===== src/rtl/sensor_stream_mon_pkg.sv =====
// Shared types for the sensor stream monitor: channel state codes, flag bit
// positions and the per-channel statistics record.
package sensor_mon_pkg;

  localparam int MAX_DATA_W = 32;
  localparam int MAX_CNT_W  = 32;
  localparam int NUM_FLAGS  = 4;

  localparam int FLG_SAT   = 0;
  localparam int FLG_RANGE = 1;
  localparam int FLG_PROTO = 2;
  localparam int FLG_TO    = 3;

  typedef enum logic [1:0] {
    IDLE    = 2'd0,
    ACTIVE  = 2'd1,
    TIMEOUT = 2'd2
  } ch_state_e;

  // Widths are the largest supported; narrower channels zero-extend into it.
  typedef struct packed {
    logic [MAX_CNT_W-1:0]  count;
    logic [MAX_DATA_W-1:0] min_val;
    logic [MAX_DATA_W-1:0] max_val;
    logic [MAX_DATA_W-1:0] last_val;
    logic [NUM_FLAGS-1:0]  flags;
  } ch_stats_t;

  function automatic logic err_flags_set(logic [NUM_FLAGS-1:0] f);
    return f[FLG_RANGE] | f[FLG_PROTO] | f[FLG_TO];
  endfunction

endpackage


===== src/rtl/sensor_stream_mon_if.sv =====
// Bundle of per-channel valid/ready sample links watched by the monitor.
interface sensor_stream_if
  import sensor_mon_pkg::*;
#(
  parameter int unsigned NUM_CH = 4,
  parameter int unsigned DATA_W = 16
);
  logic [NUM_CH*DATA_W-1:0] ch_data;
  logic [NUM_CH-1:0]        ch_valid;
  logic [NUM_CH-1:0]        ch_ready;

  modport master (output ch_data, ch_valid, ch_ready);
  modport slave  (input  ch_data, ch_valid, ch_ready);
endinterface


===== src/rtl/sensor_stream_mon_ch_stats.sv =====
// Single-channel tracker: sample statistics, range and handshake checks, and
// the IDLE/ACTIVE/TIMEOUT activity FSM with its idle timer.
module sensor_ch_stats
  import sensor_mon_pkg::*;
#(
  parameter int unsigned       DATA_W   = 16,
  parameter int unsigned       CNT_W    = 32,
  parameter int unsigned       TO_CYC   = 1024,
  parameter logic [DATA_W-1:0] RANGE_LO = '0,
  parameter logic [DATA_W-1:0] RANGE_HI = '1,
  parameter bit                LOG_EN   = 1'b0,
  parameter int unsigned       CH_ID    = 0
) (
  input  logic              clk,
  input  logic              rst_n,
  input  logic              mon_en,
  input  logic              clr,
  input  logic [DATA_W-1:0] data,
  input  logic              valid,
  input  logic              ready,
  output ch_stats_t         stats,
  output ch_state_e         state
);

  localparam int TMR_W = $clog2(TO_CYC);
  localparam logic [TMR_W-1:0] TMR_LAST = TMR_W'(TO_CYC - 1);
  localparam logic [CNT_W-1:0] CNT_MAX  = '1;

  logic [CNT_W-1:0]     count_q;
  logic [DATA_W-1:0]    min_q, max_q, last_q, prev_data;
  logic [NUM_FLAGS-1:0] flags_q;
  logic [TMR_W-1:0]     timer_q;
  logic                 prev_valid, prev_ready;
  logic                 accept, proto_viol, lo_bad, hi_bad;

  assign accept = valid & ready & mon_en;
  // A stalled transfer must neither be withdrawn nor have its payload altered.
  assign proto_viol = mon_en & prev_valid & ~prev_ready & (~valid | (data != prev_data));

  if (RANGE_LO != '0) begin : g_lo
    assign lo_bad = data < RANGE_LO;
  end else begin : g_no_lo
    assign lo_bad = 1'b0;
  end

  if (RANGE_HI != '1) begin : g_hi
    assign hi_bad = data > RANGE_HI;
  end else begin : g_no_hi
    assign hi_bad = 1'b0;
  end

  always_ff @(posedge clk or negedge rst_n) begin
    if (!rst_n) begin
      count_q <= '0; min_q <= '1; max_q <= '0; last_q <= '0; flags_q <= '0;
      timer_q <= '0; state <= IDLE;
      prev_valid <= 1'b0; prev_ready <= 1'b0; prev_data <= '0;
    end else if (clr) begin
      count_q <= '0; min_q <= '1; max_q <= '0; last_q <= '0; flags_q <= '0;
      timer_q <= '0; state <= IDLE;
      prev_valid <= 1'b0; prev_ready <= 1'b0; prev_data <= '0;
    end else begin
      prev_valid <= valid;
      prev_ready <= ready;
      prev_data  <= data;
      if (proto_viol) flags_q[FLG_PROTO] <= 1'b1;
      if (accept) begin
        if (count_q != CNT_MAX) count_q <= count_q + 1'b1;
        if (count_q >= CNT_MAX - 1'b1) flags_q[FLG_SAT] <= 1'b1;
        if (data < min_q) min_q <= data;
        if (data > max_q) max_q <= data;
        last_q <= data;
        if (lo_bad | hi_bad) flags_q[FLG_RANGE] <= 1'b1;
      end
      // Timer only runs while ACTIVE and monitoring is enabled.
      case (state)
        IDLE: begin
          if (accept) begin
            state   <= ACTIVE;
            timer_q <= '0;
          end
        end
        ACTIVE: begin
          if (accept) begin
            timer_q <= '0;
          end else if (mon_en) begin
            if (timer_q == TMR_LAST) begin
              state            <= TIMEOUT;
              flags_q[FLG_TO]  <= 1'b1;
              timer_q          <= '0;
            end else begin
              timer_q <= timer_q + 1'b1;
            end
          end
        end
        TIMEOUT: begin
          if (accept) begin
            state   <= ACTIVE;
            timer_q <= '0;
          end
        end
        default: state <= IDLE;
      endcase
    end
  end

  assign stats = '{count:    MAX_CNT_W'(count_q),
                   min_val:  MAX_DATA_W'(min_q),
                   max_val:  MAX_DATA_W'(max_q),
                   last_val: MAX_DATA_W'(last_q),
                   flags:    flags_q};

`ifndef SYNTHESIS
  if (LOG_EN) begin : g_log
    always_ff @(posedge clk) begin
      if (rst_n && !clr && accept)
        $display("[%0t] ch%0d sample %0d data %0d", $time, CH_ID, count_q, data);
    end
  end
`endif

endmodule


===== src/rtl/sensor_stream_mon.sv =====
// Multi-channel passive stream monitor: one tracker per channel, a registered
// per-channel readout port and a sticky aggregate error interrupt.
module sensor_stream_mon
  import sensor_mon_pkg::*;
#(
  parameter int unsigned       NUM_CH   = 4,
  parameter int unsigned       DATA_W   = 16,
  parameter int unsigned       CNT_W    = 32,
  parameter int unsigned       TO_CYC   = 1024,
  parameter logic [DATA_W-1:0] RANGE_LO = '0,
  parameter logic [DATA_W-1:0] RANGE_HI = '1,
  parameter bit                LOG_EN   = 1'b0,
  localparam int               RD_W     = (NUM_CH > 1) ? $clog2(NUM_CH) : 1
) (
  input  logic                 clk,
  input  logic                 rst_n,
  input  logic                 mon_en,
  input  logic                 clr,
  sensor_stream_if.slave       stream,
  input  logic [RD_W-1:0]      rd_ch,
  output logic [CNT_W-1:0]     rd_count,
  output logic [DATA_W-1:0]    rd_min,
  output logic [DATA_W-1:0]    rd_max,
  output logic [DATA_W-1:0]    rd_last,
  output logic [NUM_FLAGS-1:0] rd_flags,
  output logic [1:0]           rd_state,
  output logic                 irq
);

  localparam int RD_DEPTH = 2 ** RD_W;

  ch_stats_t  stats  [NUM_CH];
  ch_state_e  states [NUM_CH];
  ch_stats_t  rd_tab [RD_DEPTH];
  logic [1:0] rd_st_tab [RD_DEPTH];
  ch_stats_t  rd_sel;
  logic [1:0] rd_st_sel;
  logic       any_err;
  logic       unused_sel;

  for (genvar i = 0; i < NUM_CH; i++) begin : g_ch
    sensor_ch_stats #(
      .DATA_W  (DATA_W),
      .CNT_W   (CNT_W),
      .TO_CYC  (TO_CYC),
      .RANGE_LO(RANGE_LO),
      .RANGE_HI(RANGE_HI),
      .LOG_EN  (LOG_EN),
      .CH_ID   (i)
    ) u_ch (
      .clk   (clk),
      .rst_n (rst_n),
      .mon_en(mon_en),
      .clr   (clr),
      .data  (stream.ch_data[i*DATA_W +: DATA_W]),
      .valid (stream.ch_valid[i]),
      .ready (stream.ch_ready[i]),
      .stats (stats[i]),
      .state (states[i])
    );
  end

  // Unpopulated select codes read back as an all-zero record.
  always_comb begin
    for (int j = 0; j < RD_DEPTH; j++) begin
      rd_tab[j]    = '0;
      rd_st_tab[j] = 2'b00;
    end
    any_err = 1'b0;
    for (int j = 0; j < NUM_CH; j++) begin
      rd_tab[j]    = stats[j];
      rd_st_tab[j] = states[j];
      any_err      = any_err | err_flags_set(stats[j].flags);
    end
  end

  assign rd_sel     = rd_tab[rd_ch];
  assign rd_st_sel  = rd_st_tab[rd_ch];
  assign unused_sel = ^rd_sel;

  always_ff @(posedge clk or negedge rst_n) begin
    if (!rst_n) begin
      rd_count <= '0;
      rd_min   <= '0;
      rd_max   <= '0;
      rd_last  <= '0;
      rd_flags <= '0;
      rd_state <= 2'b00;
    end else begin
      rd_count <= rd_sel.count[CNT_W-1:0];
      rd_min   <= rd_sel.min_val[DATA_W-1:0];
      rd_max   <= rd_sel.max_val[DATA_W-1:0];
      rd_last  <= rd_sel.last_val[DATA_W-1:0];
      rd_flags <= rd_sel.flags;
      rd_state <= rd_st_sel;
    end
  end

  always_ff @(posedge clk or negedge rst_n) begin
    if (!rst_n) begin
      irq <= 1'b0;
    end else if (clr) begin
      irq <= 1'b0;
    end else if (any_err) begin
      irq <= 1'b1;
    end
  end

endmodule


===== src/flat_wrapper.sv =====
// flat-port wrapper written by rule: the top's interface ports become plain ports
module sensor_stream_mon_flat import sensor_mon_pkg::*;
#(
  parameter int unsigned       NUM_CH   = 4,
  parameter int unsigned       DATA_W   = 16,
  parameter int unsigned       CNT_W    = 32,
  parameter int unsigned       TO_CYC   = 1024,
  parameter logic [DATA_W-1:0] RANGE_LO = '0,
  parameter logic [DATA_W-1:0] RANGE_HI = '1,
  parameter bit                LOG_EN   = 1'b0,
  localparam int               RD_W     = (NUM_CH > 1) ? $clog2(NUM_CH) : 1
)
  (clk, rst_n, mon_en, clr, rd_ch, rd_count, rd_min, rd_max, rd_last, rd_flags, rd_state, irq, stream_ch_data, stream_ch_valid, stream_ch_ready);
  sensor_stream_if #(.NUM_CH(NUM_CH), .DATA_W(DATA_W)) stream_i ();
  input  logic clk;
  input  logic rst_n;
  input  logic mon_en;
  input  logic clr;
  input  logic [RD_W-1:0] rd_ch;
  output logic [CNT_W-1:0] rd_count;
  output logic [DATA_W-1:0] rd_min;
  output logic [DATA_W-1:0] rd_max;
  output logic [DATA_W-1:0] rd_last;
  output logic [NUM_FLAGS-1:0] rd_flags;
  output logic [1:0] rd_state;
  output logic irq;
  input wire logic [$bits(stream_i.ch_data)-1:0] stream_ch_data;
  input wire logic [$bits(stream_i.ch_valid)-1:0] stream_ch_valid;
  input wire logic [$bits(stream_i.ch_ready)-1:0] stream_ch_ready;
  assign stream_i.ch_data = stream_ch_data;
  assign stream_i.ch_valid = stream_ch_valid;
  assign stream_i.ch_ready = stream_ch_ready;
  sensor_stream_mon #(.NUM_CH(NUM_CH), .DATA_W(DATA_W), .CNT_W(CNT_W), .TO_CYC(TO_CYC), .RANGE_LO(RANGE_LO), .RANGE_HI(RANGE_HI), .LOG_EN(LOG_EN)) u_core (.clk(clk), .rst_n(rst_n), .mon_en(mon_en), .clr(clr), .stream(stream_i), .rd_ch(rd_ch), .rd_count(rd_count), .rd_min(rd_min), .rd_max(rd_max), .rd_last(rd_last), .rd_flags(rd_flags), .rd_state(rd_state), .irq(irq));
endmodule

===== config.mk =====
export PLATFORM = sky130hd
export DESIGN_NAME = sensor_stream_mon_flat
export DESIGN_NICKNAME = d
export VERILOG_FILES = /design/src/rtl/sensor_stream_mon_pkg.sv /design/src/rtl/sensor_stream_mon_if.sv /design/src/rtl/sensor_stream_mon_ch_stats.sv /design/src/rtl/sensor_stream_mon.sv /design/src/flat_wrapper.sv
export SDC_FILE = /design/constraint.sdc
export NUM_CORES = 1
export LEC_CHECK = 0
export BUFFER_PORTS_ARGS = -buffer_cell sky130_fd_sc_hd__buf_4
export CAP_MARGIN = 25
export CELL_PAD_IN_SITES_DETAIL_PLACEMENT = 0
export CELL_PAD_IN_SITES_GLOBAL_PLACEMENT = 1
export CORE_ASPECT_RATIO = 0.8
export CORE_MARGIN = 2
export CORE_UTILIZATION = 53
export DETAILED_ROUTE_END_ITERATION = 7
export PLACE_DENSITY = 0.86
export SYNTH_ARGS = -nofsm -noshare
export SYNTH_HDL_FRONTEND = slang
export SYNTH_SLANG_ARGS = --single-unit

===== constraint.sdc =====
create_clock -name clk -period 7.35 [get_ports clk]
set_input_delay 1.47 -clock clk [delete_from_list [all_inputs] [get_ports clk]]
set_output_delay 1.47 -clock clk [all_outputs]
set_load 0.05 [all_outputs]

# Word level (Yosys, flattened, before mapping)
# Index checks and enable logic that the tools add are counted.
[word_totals]
out_inout_bits = 87
inputBits = 78
register_bits = 543
wordCells = 386
[classes]
reduce_logical = 74
eq_ne = 44
bitwise = 44
mux = 144
addsub = 8
n_lt_le_gt_ge = 13
[op_table]
columns = ["operator", "n"]
rows = [
  ["2-to-1 mux 16 bit", 36],
  ["2-to-1 mux 32 bit", 12],
  ["binary-select mux 132 bit (select 2 bit)", 1],
  ["2-to-1 mux 132 bit", 2],
  ["2-to-1 mux 10 bit", 20],
  ["adder 32 x 1 -> 32 bit (second input constant)", 4],
  [">= comparator 32 bit (second input constant)", 4],
  ["inequality test 32 bit (second input constant)", 4],
  ["one-hot mux 10 bit (2 select lines)", 4],
  ["nonzero test 2 bit", 34],
  ["> comparator 16 bit", 4],
  ["less-than comparator 16 bit", 4],
  ["inequality test 16 bit", 4],
  ["2-to-1 mux 2 bit", 22],
  ["adder 10 x 1 -> 10 bit (second input constant)", 4],
  ["equality test 10 bit (second input constant)", 4],
  ["2-to-1 mux 1 bit", 38],
  ["inequality test 3 bit (second input constant)", 12],
  ["AND reduction 2 bit", 16],
  ["AND reduction 4 bit", 8],
  ["bitwise AND 1 bit", 20],
  ["2-to-1 mux 4 bit", 4],
  ["inequality test 4 bit (second input constant)", 4],
  ["one-hot mux 2 bit (2 select lines)", 4],
  ["13 further kinds", 58],
]

# Logic depth before layout (Yosys ltp)
[logic_depth]
ltp_word = 7
depth_mapped = 10

# Hierarchy
# From an unflattened synthesis, not the netlist that was laid out.
[unflattened]
cells_unflattened = 2885
area_unflattened_um2 = 30057.6
[modules_own_cells]
columns = ["mod", "instances", "area_per_inst_um2", "cells_per_inst"]
rows = [
  ["sensor_ch_stats at u_core.g_ch[0].u_ch ...", 2, 6462.4, 671],
  ["sensor_ch_stats at u_core.g_ch[2].u_ch", 1, 6465.0, 672],
  ["sensor_ch_stats at u_core.g_ch[3].u_ch", 1, 6347.3, 673],
  ["sensor_stream_mon", 1, 4320.4, 198],
]

# Worst setup path after synthesis
# OpenSTA, ideal clock, no wires.
[synth_path]
path_type = "input to register"
startpoint = "input stream_ch_data[61]"
endpoint = "register u_core.g_ch[3].u_ch.min_q[12]"
slack_ns = 3.925
setup_ns = 0.084
path_buffers = 1
stages = 7
required_time_ns = 7.266
arrival_time_ns = 3.341
path_cell_list = "ha_1 a21o_1 a21o_1 a2111oi_1 buf_2 a21oi_1 a311o_1"
[synth_between]
elab_chain_cells = 3
[synth_rtl]
columns = ["item", "line", "source"]
rows = [
  ["from (decl)", "flat_wrapper.sv:27", "input wire logic [$bits(stream_i.ch_data)-1:0] stream_ch_data;"],
  ["less-than comparator 16 bit", "sensor_stream_mon_ch_stats.sv:69", "if (data < min_q) min_q <= data;"],
  ["nonzero test 2 bit (no line)", "n/a", ""],
  ["AND reduction 2 bit (no line)", "n/a", ""],
  ["to (signal assigned)", "sensor_stream_mon_ch_stats.sv:69", ""],
  ["to (decl)", "sensor_stream_mon_ch_stats.sv:30", "logic [DATA_W-1:0] min_q, max_q, last_q, prev_data;"],
]
# No other way between the ends.
# A chain may end at the register's enable or synchronous reset.

# Worst setup path after layout
[layout_path]
startpoint = "input stream_ch_data[14]"
endpoint = "register u_core.g_ch[0].u_ch.min_q[15]"
[layout_between]
elab_chain_cells = 3
[layout_rtl]
columns = ["item", "line"]
rows = [
  ["less-than comparator 16 bit", "sensor_stream_mon_ch_stats.sv:69"],
  ["nonzero test 2 bit (no line)", "n/a"],
  ["AND reduction 2 bit (no line)", "n/a"],
  ["to (signal assigned)", "sensor_stream_mon_ch_stats.sv:69"],
  ["to (decl)", "sensor_stream_mon_ch_stats.sv:30"],
]
# No other way between the ends.

==> summary.log <==
qor: status.status complete, no violations
qor: timing.finalSetupViolations 0
qor: yosys.yosys_most_used_dff sky130_fd_sc_hd__dfrtp_1
qor: finish.layout-drive-gt1-share 16.6%
qor: clock_network.ctsResizeCount 0
qor: yosys.synthesized_instance_count 2,600
qor: critical_path.startpoint_types primary input
qor: clock_network.post_cts.repair.setup_buffers 0
qor: critical_path.r2r_end u_core.g_ch[0].u_ch.min_q[15]
qor: yosys.ys_seq_elements 538
qor: routing.drt_first_pass_iters 8
qor: yosys.avgSynthCellArea 10.6 um^2
qor: die.placeableCoreArea 0.0512 mm^2
qor: grt.antenna_found_initial 5
qor: pwr.max-vdd-ir-drop 0.151 mV
qor: critical_path.crit_cells 6
qor: finish.nets 2,938
qor: timing.clock-skew-final 0.0287 ns
qor: min_path.worst_hold_path_endpoint u_core.g_ch[2].u_ch.timer_q[6]
qor: routing.wire_per_inst 24.0 um
qor: yosys.synthDistinctLibCells 69
qor: routing.post_drt_via_cell_ratio 6.26
qor: critical_path.critPathMaxFanout 17
qor: min_path.min-delay-path-class reg2reg
qor: clock_network.cts_hold_repair.buffers 0
qor: timing.final-hold-violation-count 0
qor: yosys.post_synth_instance_area 0.0276 mm^2
qor: die.die_area 0.0539 mm^2
qor: critical_path.critical-path-max-stage-delay 1.06 ns
qor: critical_path.critPathSlowestCell sky130_fd_sc_hd__o311ai_2
qor: timing.min_cycle_time_layout 3.76 ns
qor: pwr.power.density 222 mW/mm^2
qor: grt.vias_in_the_first_global_route 20,345
qor: clock_network.cts_num_sinks 538
qor: critical_path.cp_cell_sequence buf_4, ha_1, nand4_1, o311ai_2, nor2_1, o221ai_1
qor: timing.maxClockFrequency 0.266 GHz
qor: critical_path.reg2reg_setup_slack 3.87 ns
qor: grt.grt_start_max_net_pins 179
qor: critical_path.required 7.89 ns
qor: grt.grt.overflow.total 0
qor: critical_path.cp_top_family compound AO/OA/AOI/OAI gates
qor: routing.postRouteAntennaNets 0
qor: critical_path.worst_setup_path_end_kind register
qor: yosys.synth.net_count 2,814
qor: die.row_count 74
qor: yosys.ys_warn_count 0
qor: die.die_x 259 um
qor: placement.dp_hpwl 58,900 um
qor: finish.flow.area_growth_from_synthesis 13.9%
qor: placement.port-buffer-count 163
qor: grt.global_route.usage.total 30.9%
qor: timing.timing.slew.headroom 30.5%
qor: grt.first_pass_grt_wire_length 126,000 um
qor: clock_network.path_clk_slew 0.07 ns
qor: timing.report.final.slew_viol_count 0
qor: clock_network.number_of_buffers_created_by_cts 54
qor: finish.fillerInstances 4,081
qor: yosys.post_synth_main_area_contributors sky130_fd_sc_hd__dfrtp_1 43%, sky130_fd_sc_hd__mux4_2 6.9%, sky130_fd_sc_hd__ha_1 6.2%, sky130_fd_sc_hd__dfstp_2 6.1%, sky130_fd_sc_hd__xnor2_1 4.0%
qor: critical_path.worstRegToRegCells 6
qor: timing.worst_pin_slew 1.04 ns
qor: critical_path.worst_ep_arrival_time 4.30 ns
qor: yosys.synth.yosys.seq_area_share 49.1%
qor: die.start_util 53.8%
qor: clock_network.insertion_delay 0.63 ns
qor: min_path.worstHoldStart u_core.g_ch[2].u_ch.timer_q[6]
qor: clock_network.clock-root-buffer sky130_fd_sc_hd__clkbuf_16
qor: yosys.yosys.cell_count.top_type sky130_fd_sc_hd__dfrtp_1
qor: timing.post-route-period-util 51.2%
qor: min_path.worst_hold_path.num_cells 1
qor: routing.detailroute.via_count 21,637
qor: routing.drt_wl_total 82,900 um
qor: pwr.cellLeakagePower 13.8 nW
qor: clock_network.ctsHtreeMaxLevel 2
qor: critical_path.regToRegStartpoint u_core.g_ch[0].u_ch.min_q[15]
qor: routing.first_iter_violations 2,660
qor: die.ios 165
qor: die.die_span_in_y 208 um
qor: yosys.synth-edff-count 0
qor: clock_network.clock_tree_from_tritoncts built
qor: timing.unrepaired_setup_endpoints_after_global_routing false
qor: yosys.synth_top_cell_by_area sky130_fd_sc_hd__dfrtp_1
qor: placement.replace_congestion 0.937
qor: timing.tns 0 ns
qor: critical_path.criticalPathCategory in2reg
qor: routing.drt_drc_violations_left 0
qor: clock_network.cts_buffer_depth 3
qor: timing.final_critical_path_setup_slack 3.59 ns
qor: yosys.yosysTopAreaCellShare 43.0%
qor: critical_path.path_buf_inv 1
qor: run.cap_viol_max_count 0
qor: yosys.synth.top_cells.by_count 474 x sky130_fd_sc_hd__dfrtp_1, 247 x sky130_fd_sc_hd__nand2_1, 207 x sky130_fd_sc_hd__nor2_1
qor: placement.setup_ws_pre_cts 3.05 ns
qor: yosys.async_flop_share 100%
-- layout by cell type, fill, tap and decap left out, drive strengths merged, types with 88 or more instances in the layout --
cell type	synthesis	layout
a21oi	172	172
buf	32	195
dfrtp	474	474
ha	136	136
inv	150	151
nand2	247	247
nand4	88	88
nor2	207	207
o21ai	97	97
xnor2	126	126
-- layer usage --
metal / track usage [%] / up-vias / part of all wire [%]
met5: 0 / - / 0.055
li1: - / 9536 / -
met1: 48.2 / 10881 / 44
met4: 7.51 / 8 / 2.4
met3: 8.14 / 143 / 12
met2: 42.5 / 1069 / 42
-- how the worst max path moves through the flow --
stage | start | endpoint | slack, ns
after floorplan | stream_ch_data[61] | u_core.g_ch[3].u_ch.min_q[12] | 3.92
after global placement | stream_ch_data[13] | u_core.g_ch[0].u_ch.min_q[2] | 3.01
after detailed placement | stream_ch_data[13] | u_core.g_ch[0].u_ch.min_q[11] | 3.05
after CTS | stream_ch_data[13] | u_core.g_ch[0].u_ch.min_q[13] | 3.68
after global routing | stream_ch_data[14] | u_core.g_ch[0].u_ch.min_q[15] | 3.40
final | stream_ch_data[14] | u_core.g_ch[0].u_ch.min_q[15] | 3.59
-- worst reg2reg max path: cells and delay by family (launching register included) --
family | cells | cell delay [ns]
buf+inv | 1 | 0.10
simple gates | 2 | 0.95
flops | 1 | 0.62
fa+ha+maj | 1 | 0.29
compound gates | 2 | 1.43
-- layout make-up --
type | instances | area [um^2] | area share [%]
clock inverter | 25 | 338 | 1.08
multi-input combinational | 1785 | 13000 | 41.4
sequential | 538 | 13500 | 43.2
inverter | 150 | 563 | 1.79
antenna | 3 | 7.51 | 0.0239
timing repair buffer | 195 | 1560 | 4.97
clock buffer | 74 | 1530 | 4.87
tap | 684 | 856 | 2.73
-- power by group --
| group | internal, mW | switching [mW] | leakage, nW |
|---|---|---|---|
| sequential | 3.09 | 0.116 | 7.10 |
| clock | 1.73 | 1.21 | 0.921 |
| combinational | 0.294 | 0.523 | 5.79 |
| total | 5.12 | 1.85 | 13.8 |
-- through the flow --
| stage | total power [mW] | hold WS [ns] | utilization, % | area, um^2 | cells |
|---|---|---|---|---|---|
| after global placement | 4.02 | 0.461 | 57.4 | 29400 | 3345 |
| after global routing | 7.18 | 0.524 | 61.3 | 31400 | 3451 |
| final | 6.97 | 0.483 | 61.3 | 31400 | 3454 |
| after floorplan | 3.68 | 0.437 | - | 27600 | 2600 |
| after detailed placement | 4.05 | 0.469 | 57.5 | 29400 | 3348 |
| after CTS | 6.99 | 0.481 | 61.1 | 31300 | 3447 |
-- logic make-up after synthesis --
family	share of synthesized area [%]
XOR/XNOR	5.59
multiplexers	7.74
AND/OR/NAND/NOR	16.0
flip-flops	49.1
other	0.0136
AO/OA/AOI/OAI	11.5
buffers and inverters	3.90
adder cells (fa/ha/maj)	6.17
-- flip-flops by register name, summed over array words and instances, names as in the netlist --
register                     flops
u_core.rd_min                   16
u_core.g_ch.u_ch.last_q         64
u_core.g_ch.u_ch.timer_q        40
u_core.g_ch.u_ch.prev_ready      4
u_core.g_ch.u_ch.count_q       128
u_core.rd_state                  2
u_core.g_ch.u_ch.prev_data      64
u_core.g_ch.u_ch.max_q          64
u_core.rd_max                   16
u_core.g_ch.u_ch.state           8
u_core.rd_count                 32
u_core.g_ch.u_ch.flags_q        12
u_core.rd_flags                  3
u_core.rd_last                  16
u_core.g_ch.u_ch.prev_valid      4
u_core.g_ch.u_ch.min_q          64
u_core.irq                       1
Power figures use the tool's default switching activity.
